**src/rtl/riscv_csr_arbiter.sv**
```systemverilog
// Arbitrates the single CSR register-file port between the EX-stage core
// access and the debug unit. The core has priority. A wait counter bounds debug starvation.
module riscv_csr_arbiter #(
    parameter int unsigned MAX_WAIT  = 15,
    parameter int unsigned WAIT_BITS = $clog2(MAX_WAIT + 1)
) (
    input  logic        clk,
    input  logic        rst,

    input  logic        core_csr_access_i,
    input  logic [11:0] core_csr_addr_i,
    input  logic [31:0] core_csr_wdata_i,
    input  logic [1:0]  core_csr_op_i,
    output logic [31:0] core_csr_rdata_o,
    output logic        core_csr_stall_o,

    input  logic        dbg_halted_i,
    input  logic        dbg_req_i,
    input  logic        dbg_we_i,
    input  logic [11:0] dbg_addr_i,
    input  logic [31:0] dbg_wdata_i,
    output logic        dbg_gnt_o,
    output logic        dbg_rvalid_o,
    output logic [31:0] dbg_rdata_o,

    output logic        csr_access_o,
    output logic [11:0] csr_addr_o,
    output logic [31:0] csr_wdata_o,
    output logic [1:0]  csr_op_o,
    input  logic [31:0] csr_rdata_i
);

    typedef enum logic {
        IDLE = 1'b0,
        RESP = 1'b1
    } state_e;

    localparam logic [1:0]           OP_NONE  = 2'b00;
    localparam logic [1:0]           OP_WRITE = 2'b01;
    localparam logic [WAIT_BITS-1:0] WAIT_MAX = WAIT_BITS'(MAX_WAIT);

    state_e               fsm_q, fsm_d;
    logic [WAIT_BITS-1:0] wait_cnt_q, wait_cnt_d;
    logic [31:0]          dbg_rdata_q, dbg_rdata_d;
    logic                 dbg_win;

    assign dbg_win = (fsm_q == IDLE) & dbg_req_i &
                     (~core_csr_access_i | dbg_halted_i | (wait_cnt_q == WAIT_MAX));

    always_comb begin
        // NOTE: every signal gets a default before any branch so no latch is inferred.
        fsm_d            = fsm_q;
        wait_cnt_d       = wait_cnt_q;
        dbg_rdata_d      = dbg_rdata_q;
        csr_access_o     = core_csr_access_i;
        csr_addr_o       = core_csr_addr_i;
        csr_wdata_o      = core_csr_wdata_i;
        csr_op_o         = core_csr_access_i ? core_csr_op_i : OP_NONE;
        dbg_gnt_o        = 1'b0;
        core_csr_stall_o = 1'b0;

        case (fsm_q)
            IDLE: begin
                if (dbg_win) begin
                    csr_access_o     = 1'b1;
                    csr_addr_o       = dbg_addr_i;
                    csr_wdata_o      = dbg_wdata_i;
                    csr_op_o         = dbg_we_i ? OP_WRITE : OP_NONE;
                    dbg_gnt_o        = 1'b1;
                    core_csr_stall_o = core_csr_access_i;
                    // Captured before the write lands, so writes return the old value.
                    dbg_rdata_d      = csr_rdata_i;
                    wait_cnt_d       = '0;
                    fsm_d            = RESP;
                end else if (dbg_req_i) begin
                    if (wait_cnt_q != WAIT_MAX) begin
                        wait_cnt_d = wait_cnt_q + WAIT_BITS'(1);
                    end
                end else begin
                    wait_cnt_d = '0;
                end
            end
            RESP: begin
                fsm_d = IDLE;
            end
            default: begin
                fsm_d = IDLE;
            end
        endcase
    end

    // NOTE: state registers use non-blocking assignments so all flops update together.
    always_ff @(posedge clk or posedge rst) begin
        if (rst) begin
            fsm_q       <= IDLE;
            wait_cnt_q  <= '0;
            dbg_rdata_q <= '0;
        end else begin
            fsm_q       <= fsm_d;
            wait_cnt_q  <= wait_cnt_d;
            dbg_rdata_q <= dbg_rdata_d;
        end
    end

    assign dbg_rvalid_o     = (fsm_q == RESP);
    assign dbg_rdata_o      = dbg_rdata_q;
    assign core_csr_rdata_o = csr_rdata_i;

endmodule

```
**config.mk**
```make
export PLATFORM = sky130hd
export DESIGN_NAME = riscv_csr_arbiter
export DESIGN_NICKNAME = d
export VERILOG_FILES = /design/src/rtl/riscv_csr_arbiter.sv
export SDC_FILE = /design/constraint.sdc
export NUM_CORES = 1
export LEC_CHECK = 0
export BUFFER_PORTS_ARGS = -buffer_cell sky130_fd_sc_hd__buf_4
export CORE_AREA = 2 2 95 97
export CTS_CLUSTER_DIAMETER = 120
export DETAILED_ROUTE_END_ITERATION = 8
export DIE_AREA = 0 0 97 99
export PLACE_DENSITY_LB_ADDON = 0.15
export SETUP_SLACK_MARGIN = 0.5
export SYNTH_ARGS = -nofsm -noshare
export SYNTH_HDL_FRONTEND = slang
export SYNTH_SLANG_ARGS = --single-unit
export TNS_END_PERCENT = 20
```
**constraint.sdc**
```tcl
create_clock -name clk -period 2.55 [get_ports clk]
set_clock_uncertainty 0.2 [all_clocks]
set_input_delay 0.51 -clock clk [delete_from_list [all_inputs] [get_ports clk]]
set_output_delay 0.51 -clock clk [all_outputs]
set_load 0.1 [all_outputs]
```
# Word level (Yosys, flattened, before mapping)
# Index checks and enable logic that the tools add are counted.
dict set report totals {
  ff_bits 37
  in_bits 128
}
dict set report classes {
  eq_ne 3
  add_sub_neg 1
  reduce_logical 2
  n_mux 18
  n_bitwise 6
}
# op count
set ops {}
lappend ops {{$mux 32} 2}
lappend ops {{$mux 12} 2}
lappend ops {{$mux 4} 3}
lappend ops {{$mux 1} 7}
lappend ops {{$mux 2} 3}
lappend ops {{$add 4x1->4 const B} 1}
lappend ops {{$eq 4x4->1 const B} 1}
lappend ops {{$ne 4x4->1 const B} 1}
lappend ops {{$reduce_and 2->1} 2}
lappend ops {{$ne 3x1->1 const B} 1}
lappend ops {{$and 1x1->1} 2}
lappend ops {{$not 1->1} 2}
lappend ops {{$or 1x1->1} 2}
lappend ops {{$pmux 1 s2} 1}

# Logic depth before layout (Yosys ltp)
dict set report depth {
  word_depth 6
  depth_mapped 5
  mapped_depth_nobuf 4
}

# Worst setup path after synthesis
# No wires, ideal clock.
dict set report synth_timing {
  kind {register to output}
  from {register fsm_q, in the netlist dbg_rvalid_o}
  to {output port csr_op_o[0]}
  slack_ps -1658
  stages_incl_launch_ff 6
  arrival_time_ps 3498
  cell_sequence {dfrtp_1 buf_2 nand2b_1 a31oi_4 buf_6 mux2i_1}
}
dict set report synth_between {
  elab_chain_cells 5
}
# element line_no
set synth_lines {}
lappend synth_lines {{from (decl)} 42} ;# state_e fsm_q, fsm_d;
lappend synth_lines {{from (signal assigned)} 99} ;# fsm_q <= fsm_d;
lappend synth_lines {{$not 1->1 (no source line)} --}
lappend synth_lines {{$and 1x1->1 (2 in a row)} 47} ;# assign dbg_win = (fsm_q == IDLE) & dbg_req_i &
lappend synth_lines {{$mux 2} 64} ;# if (dbg_win) begin
lappend synth_lines {{$mux 2 *} 62} ;# case (fsm_q)
lappend synth_lines {{to (decl)} 29} ;# output logic [1:0] csr_op_o,
# Every way passes the cells marked *; elsewhere a longest branch is shown, timed or not.

# Worst setup path after layout
dict set report layout_timing {
  from {register wait_cnt_q[1]}
  to {output port csr_wdata_o[18]}
}
dict set report layout_between {
  elab_chain_cells 5
}
# element line_no
set layout_lines {}
lappend layout_lines {{from (decl)} 43} ;# logic [WAIT_BITS-1:0] wait_cnt_q, wait_cnt_d;
lappend layout_lines {{from (signal assigned)} 100} ;# wait_cnt_q <= wait_cnt_d;
lappend layout_lines {{$eq 4x4->1} 48} ;# (~core_csr_access_i | dbg_halted_i | (wait_cnt_q == WAIT_MAX));
lappend layout_lines {{$or 1x1->1} 48}
lappend layout_lines {{$and 1x1->1} 47}
lappend layout_lines {{$mux 32} 64}
lappend layout_lines {{$mux 32} 62}
lappend layout_lines {{to (decl)} 28} ;# output logic [31:0] csr_wdata_o,
# No other way between the ends.

==> flow_metrics.env <==
export IMPL_cts_sinks=37
export IMPL_cts_htree_levels=2
export IMPL_synth_compound_area_share_pct=2.82
export IMPL_failed_checks="negative setup slack"
export IMPL_synth_xor_area_share_pct=0
export IMPL_cp_arrival_ns=1.97
export IMPL_synth_mux_area_share_pct=37.6
export IMPL_num_antenna_cells=0
export IMPL_crit_top_cell="buf_12"
export IMPL_final_cell_mix="buf_4 (216), mux2_4 (57), dfrtp_1 (36), buf_12 (36), mux2_1 (19)"
export IMPL_r2r_end="dbg_rdata_o[24]$_DFFE_PP0P_"
export IMPL_die_area_um2=9600
export IMPL_yosysWarnings=0
export IMPL_syn_area_per_cell_um2=12.7
export IMPL_syn_inst=181
export IMPL_num_vias=2280
export IMPL_path_cells="ha_4, nand3_4, a31oi_4, buf_12, clkbuf_16, mux2_4, buf_12"
export IMPL_io_buffer_count=241
export IMPL_critPathMaxStageDelay_ns=0.39
export IMPL_clk_latency_ns=0.28
export IMPL_slew_viol_final=0
export IMPL_relSlewSlack_pct=71.0
export IMPL_rr_worst_depth=8
export IMPL_cts_tree="done"
export IMPL_ioPinCount=242
export IMPL_min_period_over_period_pct=105
export IMPL_drtIter0Drc=33
export IMPL_outcome="finished, violations left"
export IMPL_fin_cells=514
export IMPL_utilization_pct=57.7
export IMPL_clk_pin_slew_ns=0.08
export IMPL_maxCapViolations=0
export IMPL_final_common_cell="buf_4"
export IMPL_min_period_ns=2.68
export IMPL_grt_overflow=0
export IMPL_place_gp_congestion=0.868
export IMPL_rrSetupSlack_ns=0.43
export IMPL_num_fill_cells=695
export IMPL_fmax_mhz=373
export IMPL_syn_num_nets=310
export IMPL_antenna_found_initial=0
export IMPL_min_from="csr_rdata_i[28]"
export IMPL_grt_max_degree=35
export IMPL_worstHoldEndpoint="dbg_rdata_o[28]$_DFFE_PP0P_"
export IMPL_crit_reg2reg_launch="wait_cnt_q[1]$_DFFE_PP0P_"
export IMPL_setup_tns_ns=-4.36
export IMPL_power_leakage_uw=0.00252
export IMPL_via_per_inst=4.44
export IMPL_first_pass_iters=4
export IMPL_hold_viol_final=0
export IMPL_wl_per_cell_um=17.1
export IMPL_yosys_area_top_type="dfrtp_1"
export IMPL_ys_top_cells_by_area="dfrtp_1 (40%), mux2_1 (37%), buf_4 (10%), buf_6 (3.9%), a31oi_4 (0.92%)"
export IMPL_power_total_uw=3590
export IMPL_ys_seq_elements=37
export IMPL_track_usage_pct=16.0
export IMPL_critPathKind="flip-flop to output port"
export IMPL_holdCritPathClass="input port to flip-flop"
export IMPL_cp_start_kind="flip-flop"
export IMPL_netlist_cell_type_count=23
export IMPL_synth_top_family_by_area="multiplexers"
export IMPL_min_path_cells=2
export IMPL_synthesis_area_um2=2300
export IMPL_worst_path_max_fanout=8
export IMPL_chipHeight_um=99
export IMPL_grt_pass1_wl_um=12400
export IMPL_core_area_um2=8550
export IMPL_multi_input_area_um2=1300
export IMPL_yosysTopAreaCellShare_pct=40.2
export IMPL_yosys_area_share_simple_pct=3.85
export IMPL_end_kind="output port"
export IMPL_synthAdderAreaFrac_pct=0.543
export IMPL_rsz0062_at_grt="true"
export IMPL_cts_root_buf="clkbuf_8"
export IMPL_tightestPinTransition_ns=0.435
export IMPL_dp_hpwl_um=6450
export IMPL_rows=34
export IMPL_clockBufferDepth=2
export IMPL_area_growth_pct=114
export IMPL_ys_seq_area_share_pct=40.2
export IMPL_dp_cells=498
export IMPL_grt_pass1_vias=2324
export IMPL_ff_latch_area_um2=930
export IMPL_remaining_drc_errors=0
export IMPL_layout_nets=534
export IMPL_cts_buffers=5
export IMPL_cpMaxStageDelayCell="dfrtp_1"
export IMPL_setup_slack_ns=-0.130
export IMPL_required_ns=1.84
export IMPL_dp_slack_ns=0.0521
export IMPL_ir_drop_uv=439
export IMPL_drive_gt1_share_pct=81.5
export IMPL_drt_wl_total_um=8790
export IMPL_start_util_pct=27.0
export IMPL_postRouteAntennaNets=0
export IMPL_die_x_um=97
export IMPL_p_per_area_nw_per_um2=727
export IMPL_setup_viol_count_final=45
## flip-flops by register name, indices dropped and copies added (netlist names)
signal	flops
wait_cnt_q	4
dbg_rvalid_o	1
dbg_rdata_o	32
## worst max-delay path: cells and delay by family, from the launching register on
kind                     cells  cell delay, ns
flip-flops                   1            0.39
buffers and inverters        3            0.50
AND/OR/NAND/NOR              1            0.08
adder cells (fa/ha/maj)      1            0.17
AO/OA/AOI/OAI                1            0.23
multiplexers                 1            0.32
## cell type report
type                            count  area share (%)
Clock buffer                        7            1.95
Clock inverter                      1           0.101
Inverter                            3           0.228
Multi-Input combinational cell    100            26.4
Sequential cell                    37            18.8
Tap cell                          108            2.74
Timing Repair Buffer              258            49.8
## kinds of logic after synthesis
logic type / after synthesis
compound gates: 6
mux: 77
simple gates: 16
flops: 37
fa+ha+maj: 1
buf+inv: 44
## worst max path at each step
| stage | startpoint | to | slack (ns) |
|---|---|---|---|
| finish | wait_cnt_q[1]$_DFFE_PP0P_ | csr_wdata_o[18] | -0.13 |
| global route | wait_cnt_q[1]$_DFFE_PP0P_ | csr_wdata_o[18] | -0.22 |
| CTS | wait_cnt_q[0]$_DFFE_PP0P_ | csr_wdata_o[16] | -0.20 |
| detailed placement | wait_cnt_q[1]$_DFFE_PP0P_ | csr_wdata_o[23] | 0.05 |
| global placement | wait_cnt_q[1]$_DFFE_PP0P_ | csr_wdata_o[6] | 0.1 |
| floorplan | dbg_rvalid_o$_DFF_PP0_ | csr_op_o[0] | -0.39 |
## cells in the mapped netlist
cell type,number
mux2i_1,1
nor4b_1,1
a21o_1,1
a21bo_2,1
nand3b_1,1
nand3_1,2
nand2_1,3
buf_4,32
buf_2,1
a31oi_4,1
a311o_1,1
and2_1,2
ha_1,1
nor2b_1,2
a22o_1,1
dfrtp_1,37
nor2_1,2
inv_1,3
nor4_1,1
nand2b_1,2
o21bai_1,1
mux2_1,76
buf_6,8
## per-stage QoR
step                      hold WS [ns]  cell area, um^2
after CTS                        0.233             4480
after global placement           0.203             4070
after detailed placement         0.208             4070
final                            0.248             4930
after floorplan                  0.295             2400
after global routing             0.238             4930
## power breakdown
part / internal [uW] / leakage, uW / switching, uW
clock: 244 / 0.0000542 / 207
combinational: 722 / 0.00202 / 1680
sequential: 682 / 0.000441 / 49.8
total: 1650 / 0.00252 / 1940
## layer usage
| layer | wire [um] | share of wire, % | GRT usage [%] |
|---|---|---|---|
| met1 | 3220 | 37 | 18.5 |
| met2 | 4560 | 52 | 28.9 |
| met3 | 747 | 8.5 | 4.11 |
| met4 | 263 | 3.0 | 5.63 |
| met5 | 0 | 0 | 0 |
## timing repair
| item | in CTS | in global routing |
|---|---|---|
| hold buffers | 1 | 0 |
| gates resized for setup | 65 | 116 |
| setup buffers | 3 | 1 |
| cloned | 1 | 2 |
| pin swaps | 1 | 3 |
| setup endpoints to repair | 67 | 66 |
| endpoints found under the hold margin | 3 | 0 |
Power figures use the tool's default switching activity.
